## src/rtl/dh_pkg.sv

```systemverilog
// Shared definitions for the Diffie-Hellman datapath stages.
// Provides operand widths, latency constants and the decrypt FSM state type.
package dh_pkg;

    localparam int unsigned P_W        = 32;
    localparam int unsigned D_W        = 64;
    localparam int unsigned IDX_W      = $clog2(P_W);
    localparam int unsigned MODMUL_LAT = P_W;
    localparam int unsigned DEC_LAT    = 2 + P_W * 2 * (P_W + 1);

    typedef enum logic [2:0] {
        IDLE,
        CHECK,
        SQR,
        MUL,
        XOR,
        DONE
    } state_t;

endpackage

```

## src/rtl/dh_modmul.sv

```systemverilog
// Interleaved shift-add modular multiplier: res = a * b mod p.
// Processes the multiplier b MSB first, one bit per cycle.
// Ports:
//   clk, rst     : clock, asynchronous active-high reset
//   start        : sampled each edge; loads operands and processes bit P_W-1
//   a, b, p      : multiplicand, multiplier, modulus (a < p required)
//   done         : one-cycle pulse, res valid while high
//   res          : product modulo p
module dh_modmul
    import dh_pkg::*;
(
    input  logic           clk,
    input  logic           rst,
    input  logic           start,
    input  logic [P_W-1:0] a,
    input  logic [P_W-1:0] b,
    input  logic [P_W-1:0] p,
    output logic           done,
    output logic [P_W-1:0] res
);

    logic [P_W-1:0]   a_r;
    logic [P_W-1:0]   p_r;
    logic [P_W-1:0]   b_sh;
    logic [P_W-1:0]   r;
    logic [P_W-1:0]   r_next;
    logic [IDX_W-1:0] cnt;
    logic             run;

    // r < p and a < p, so 2r + a < 3p: two conditional subtractions
    // always bring the sum back below p, and P_W+2 bits never overflow.
    function automatic logic [P_W-1:0] mm_step(
        input logic [P_W-1:0] r_in,
        input logic           bit_in,
        input logic [P_W-1:0] a_in,
        input logic [P_W-1:0] p_in
    );
        logic [P_W+1:0] t;
        t = {1'b0, r_in, 1'b0} + (bit_in ? {2'b00, a_in} : '0);
        if (t >= {2'b00, p_in}) t = t - {2'b00, p_in};
        if (t >= {2'b00, p_in}) t = t - {2'b00, p_in};
        return t[P_W-1:0];
    endfunction

    // The start edge already consumes the first multiplier bit, so the
    // result lands P_W edges after start is sampled.
    assign r_next = start ? mm_step('0, b[P_W-1], a, p)
                          : mm_step(r, b_sh[P_W-1], a_r, p_r);

    always_ff @(posedge clk or posedge rst) begin
        if (rst) begin
            a_r  <= '0;
            p_r  <= '0;
            b_sh <= '0;
            r    <= '0;
            cnt  <= '0;
            run  <= 1'b0;
            done <= 1'b0;
            res  <= '0;
        end else begin
            done <= 1'b0;
            if (start) begin
                a_r  <= a;
                p_r  <= p;
                b_sh <= {b[P_W-2:0], 1'b0};
                r    <= r_next;
                cnt  <= IDX_W'(MODMUL_LAT - 1);
                run  <= 1'b1;
            end else if (run) begin
                r    <= r_next;
                b_sh <= {b_sh[P_W-2:0], 1'b0};
                cnt  <= cnt - 1'b1;
                if (cnt == IDX_W'(1)) begin
                    run  <= 1'b0;
                    done <= 1'b1;
                    res  <= r_next;
                end
            end
        end
    end

endmodule

```

## src/rtl/decryption_r2.sv

```systemverilog
// R2 decryption stage: k = pub^priv mod p (constant-time square-and-multiply),
// r2 = c1 ^ k.
// Ports:
//   clk, rst    : clock, asynchronous active-high reset
//   c1_valid_i  : start request (sampled in IDLE), also holds the result in DONE
//   c1          : received ciphertext
//   pub, priv, p: peer public value, own exponent, prime modulus
//   busy        : operation in progress
//   done_dec2   : result valid
//   err_o       : operand error (p < 2 or pub >= p), valid with done_dec2
//   k_o, r2_o   : shared key (zero-extended) and recovered plaintext
module decryption_r2
    import dh_pkg::*;
(
    input  logic           clk,
    input  logic           rst,
    input  logic           c1_valid_i,
    input  logic [D_W-1:0] c1,
    input  logic [P_W-1:0] pub,
    input  logic [P_W-1:0] priv,
    input  logic [P_W-1:0] p,
    output logic           busy,
    output logic           done_dec2,
    output logic           err_o,
    output logic [D_W-1:0] k_o,
    output logic [D_W-1:0] r2_o
);

    state_t           state;
    logic [D_W-1:0]   c1_reg;
    logic [P_W-1:0]   pub_reg;
    logic [P_W-1:0]   priv_reg;
    logic [P_W-1:0]   p_reg;
    logic [P_W-1:0]   acc;
    logic [IDX_W-1:0] idx;
    logic             wait_mm;
    logic             err_flag;

    logic             mm_start;
    logic [P_W-1:0]   mm_a;
    logic [P_W-1:0]   mm_b;
    logic             mm_done;
    logic [P_W-1:0]   mm_res;

    // Each SQR/MUL step issues on its first cycle, then waits for done.
    always_comb begin
        mm_start = 1'b0;
        mm_a     = acc;
        mm_b     = acc;
        if ((state == SQR || state == MUL) && !wait_mm) begin
            mm_start = 1'b1;
        end
        if (state == MUL) begin
            mm_a = pub_reg;
        end
    end

    dh_modmul u_modmul (
        .clk   (clk),
        .rst   (rst),
        .start (mm_start),
        .a     (mm_a),
        .b     (mm_b),
        .p     (mm_p_unused_guard(p_reg)),
        .done  (mm_done),
        .res   (mm_res)
    );

    function automatic logic [P_W-1:0] mm_p_unused_guard(input logic [P_W-1:0] v);
        return v;
    endfunction

    always_ff @(posedge clk or posedge rst) begin
        if (rst) begin
            state     <= IDLE;
            c1_reg    <= '0;
            pub_reg   <= '0;
            priv_reg  <= '0;
            p_reg     <= '0;
            acc       <= '0;
            idx       <= '0;
            wait_mm   <= 1'b0;
            err_flag  <= 1'b0;
            busy      <= 1'b0;
            done_dec2 <= 1'b0;
            err_o     <= 1'b0;
            k_o       <= '0;
            r2_o      <= '0;
        end else begin
            case (state)
                IDLE: begin
                    if (c1_valid_i) begin
                        c1_reg   <= c1;
                        pub_reg  <= pub;
                        priv_reg <= priv;
                        p_reg    <= p;
                        busy     <= 1'b1;
                        state    <= CHECK;
                    end
                end
                CHECK: begin
                    // The error response is posted by the XOR stage so that
                    // both paths share one output write and done lands on cycle 2.
                    if (p_reg < P_W'(2) || pub_reg >= p_reg) begin
                        err_flag <= 1'b1;
                        state    <= XOR;
                    end else begin
                        err_flag <= 1'b0;
                        acc      <= P_W'(1);
                        idx      <= IDX_W'(P_W - 1);
                        wait_mm  <= 1'b0;
                        state    <= SQR;
                    end
                end
                SQR: begin
                    if (!wait_mm) begin
                        wait_mm <= 1'b1;
                    end else if (mm_done) begin
                        acc     <= mm_res;
                        wait_mm <= 1'b0;
                        state   <= MUL;
                    end
                end
                MUL: begin
                    if (!wait_mm) begin
                        wait_mm <= 1'b1;
                    end else if (mm_done) begin
                        // Multiply always runs; the exponent bit only gates the write.
                        if (priv_reg[idx]) begin
                            acc <= mm_res;
                        end
                        wait_mm <= 1'b0;
                        if (idx == '0) begin
                            state <= XOR;
                        end else begin
                            idx   <= idx - 1'b1;
                            state <= SQR;
                        end
                    end
                end
                XOR: begin
                    busy      <= 1'b0;
                    done_dec2 <= 1'b1;
                    if (err_flag) begin
                        err_o <= 1'b1;
                        k_o   <= '0;
                        r2_o  <= '0;
                    end else begin
                        err_o <= 1'b0;
                        k_o   <= {{(D_W-P_W){1'b0}}, acc};
                        r2_o  <= c1_reg ^ {{(D_W-P_W){1'b0}}, acc};
                    end
                    state <= DONE;
                end
                DONE: begin
                    if (!c1_valid_i) begin
                        done_dec2 <= 1'b0;
                        err_o     <= 1'b0;
                        k_o       <= '0;
                        r2_o      <= '0;
                        err_flag  <= 1'b0;
                        state     <= IDLE;
                    end
                end
                default: state <= IDLE;
            endcase
        end
    end

endmodule

```

## config.mk

```make
export PLATFORM = sky130hd
export DESIGN_NAME = decryption_r2
export DESIGN_NICKNAME = d
export VERILOG_FILES = /design/src/rtl/dh_pkg.sv /design/src/rtl/dh_modmul.sv /design/src/rtl/decryption_r2.sv
export SDC_FILE = /design/constraint.sdc
export NUM_CORES = 2
export LEC_CHECK = 0
export ABC_CLOCK_PERIOD_IN_PS = 16900
export CORE_AREA = 2 2 322 324
export CTS_CLUSTER_SIZE = 12
export DETAILED_ROUTE_END_ITERATION = 10
export DIE_AREA = 0 0 324 326
export GPL_TIMING_DRIVEN = 0
export PLACE_DENSITY_LB_ADDON = 0.08
export SYNTH_ARGS = -nofsm -noshare
export SYNTH_HDL_FRONTEND = slang
export SYNTH_SLANG_ARGS = --single-unit
```

## constraint.sdc

```tcl
create_clock -name clk -period 16.9 [get_ports clk]
set_input_delay 5.07 -clock clk [delete_from_list [all_inputs] [get_ports clk]]
set_output_delay 5.07 -clock clk [all_outputs]
set_load 0.01 [all_outputs]
```

==> results_dict.tcl <==
set metrics [dict create \
    status "finished clean" \
    slew_violations 0 \
    rows 118 \
    crit_start "state[0]$_DFFE_PP0P_" \
    dr.pass1.iters 5 \
    hpwl_um 96900 \
    critical_path_class "flop to flop" \
    synth_top_cell_area_share_pct 38.3 \
    fp.dieH_um 326 \
    end_kind "flop" \
    post_synth_num_cell_types 96 \
    setup_tns_ns 0 \
    period_share_pct 73.3 \
    cp.required_ns 17.43 \
    syn_area_per_cell_um2 9.43 \
    r2r-start "state[0]$_DFFE_PP0P_" \
    synth_seq_cells 467 \
    finalSetupViolations 0 \
    antenna_found_initial 14 \
    ant_nets 0 \
    cp_max_fo 10 \
    syn_inst 3238 \
    tightest_slew_ns 1.40 \
    drt-vias-per-instance 5.11 \
    arrival_ns 12.92 \
    cts_buffers 58 \
    synth_area_leaders "dfrtp_1, ha_1, mux2_2, nand2_1, o21ai_0" \
    clock_latency_ns 0.70 \
    grt.overflow.total 0 \
    clock_skew_ns 0.0652 \
    grt_max_degree 40 \
    first_global_vias 25900 \
    grt_first_pass_wirelength_um 175000 \
    htreeDepth 2 \
    portBuffers 261 \
    num-nets-final 3968 \
    maxSlewHeadroom_pct 6.52 \
    dr_total_vias 25700 \
    hp-start "u_modmul.a_r[21]$_DFFE_PP0P_" \
    grt_use_total_pct 22.3 \
    rsz0062_at_grt "false" \
    syn2layout_area_growth_pct 22.5 \
    synth-edff-count 0 \
    maxCapViolations 0 \
    yosysWarnings 0 \
    clk_pin_slew_ns 0.07 \
    cts_root_buffer "clkbuf_16" \
    period_minus_slack_ns 12.39 \
    gp_congestion 0.943 \
    hold_buffers 0 \
    async_flop_share_pct 100 \
    hold_path.class "flop to flop" \
    die_area_mm2 0.106 \
    post_cts_resized 0 \
    io_pins 294 \
    worst_path_max_delay_cell "a211oi_2" \
    fmax_ghz 0.0807 \
    yosysSeqAreaShare_pct 38.3 \
    wl_um 119000 \
    hold_viol 0 \
    clock_path_buffers 3 \
    cts_setup_buffers 0 \
    drt_iter0_drc 1732 \
    slowest_delay_ns 0.84 \
    die_x_um 324 \
    cts_tree "yes" \
    post-route-drc-count 0 \
    cts_sinks 467 \
    ys_dominant_reg_cell "dfrtp_1" \
    synth_area_mm2 0.0305 \
    core_area_mm2 0.103 \
    synth_largest_area_cell "dfrtp_1" \
    drive_gt1_share_pct 10.4 \
    wire_per_inst_um 23.5 \
    start_kind "flop" \
    initial_core_util_pct 29.7 \
]
path summary, 6_finish.rpt:
path | to | slack [ns] | cells past startpoint
worst max-delay path | u_modmul.r[11]$_DFFE_PP0P_ | 4.51 | 35
worst min-delay path | u_modmul.a_r[21]$_DFFE_PP0P_ | 0.47 | 2
worst max register to register | u_modmul.r[11]$_DFFE_PP0P_ | 4.51 | 35
worst min register to register | u_modmul.a_r[21]$_DFFE_PP0P_ | 0.47 | 2
max in group asynchronous | u_modmul.p_r[27]$_DFFE_PP0P_ | 10.55 | 7
min in group asynchronous | c1_reg[51]$_DFFE_PP0P_ | 4.77 | 2
cells in the mapped netlist, types with 24 or more instances:
library cell,n
nor2b_1,45
buf_4,34
nand2b_1,27
a21oi_1,202
o21ai_0,264
a31oi_1,51
a211oi_1,29
mux2_2,163
dfrtp_1,467
mux2i_1,127
nor2_1,131
inv_1,128
nand2_1,374
xnor2_1,82
xor2_1,81
a22o_1,96
nand3_1,43
and2_1,46
ha_1,194
clkbuf_1,131
a21o_1,86
o31ai_1,24
nor3_1,53
o211ai_1,25
critical path, delay by kind of cell (launching register included):
| kind | cells | cell delay [ns] |
|---|---|---|
| fa+ha+maj | 4 | 1.25 |
| buf+inv | 8 | 3.54 |
| flops | 1 | 0.43 |
| simple gates | 8 | 2.00 |
| compound gates | 15 | 4.93 |
cells in the final DEF (no fill, tap or decap), types with 13 or more instances in the layout:
master and n:
clkbuf_16 58, xnor2_1 82, ha_1 194, mux2_2 163, o21ai_0 264, xor2_1 81, buf_4 35, o21bai_1 22
and3_1 20, nor2_1 130, nand2b_1 27, o31ai_1 24, a21oi_1 202, nand3_1 43, buf_2 16, clkbuf_8 14
nand2_1 374, inv_1 127, buf_12 13, a211oi_1 29, conb_1 32, a21o_1 86, and2_1 46, clkbuf_1 142
nor4_1 22, mux2i_1 127, o21a_1 23, nor3_1 53, a31oi_1 51, dfrtp_1 467, o211ai_1 25, clkdlybuf4s50_1 261
o21ai_1 16, nor2b_1 45, nand4_1 18, a22o_1 96
area by class of cell:
cell class,instances,area (um2)
Multi-Input combinational cell,2477,17600
Tap cell,1380,1730
Clock inverter,27,392
Inverter,130,492
Timing Repair Buffer,277,2910
Antenna cell,1,2.50
Buffer,195,901
Clock buffer,83,1690
Sequential cell,467,11700
Fill cell,10500,65200
logic make-up after synthesis:
group,Yosys count,synth area share (%)
fa+ha+maj,199,8.28
simple gates,824,12.7
flops,467,38.3
compound gates,959,20.6
xor+xnor,163,4.68
other cells,1,0.0123
buf+inv,325,4.55
mux,300,10.9
per-stage QoR:
stage               area (um2)  hold slack (ns)  utilization, %  instances  worst slack (ns)
global placement         35000            0.459            34.1       4910              1.52
detailed placement       35300            0.465            34.4       4926              4.31
finish                   37400            0.471            36.4       5037              4.51
CTS                      37400            0.477            36.4       5036              4.23
global route             37400            0.492            36.4       5036              3.90
floorplan                30600            0.441               -       3269              5.51
layer usage:
| layer | vias to the layer above | share of wire, % | track usage (%) |
|---|---|---|---|
| met4 | 0 | 2.6 | 6.05 |
| met1 | 12600 | 47 | 31.2 |
| met5 | - | 0 | 0 |
| met3 | 112 | 3.9 | 1.83 |
| li1 | 12400 | - | - |
| met2 | 597 | 47 | 37.0 |
Power is not shown: default switching activity piles up to over one toggle a cycle in this logic, so the estimate is an artifact.
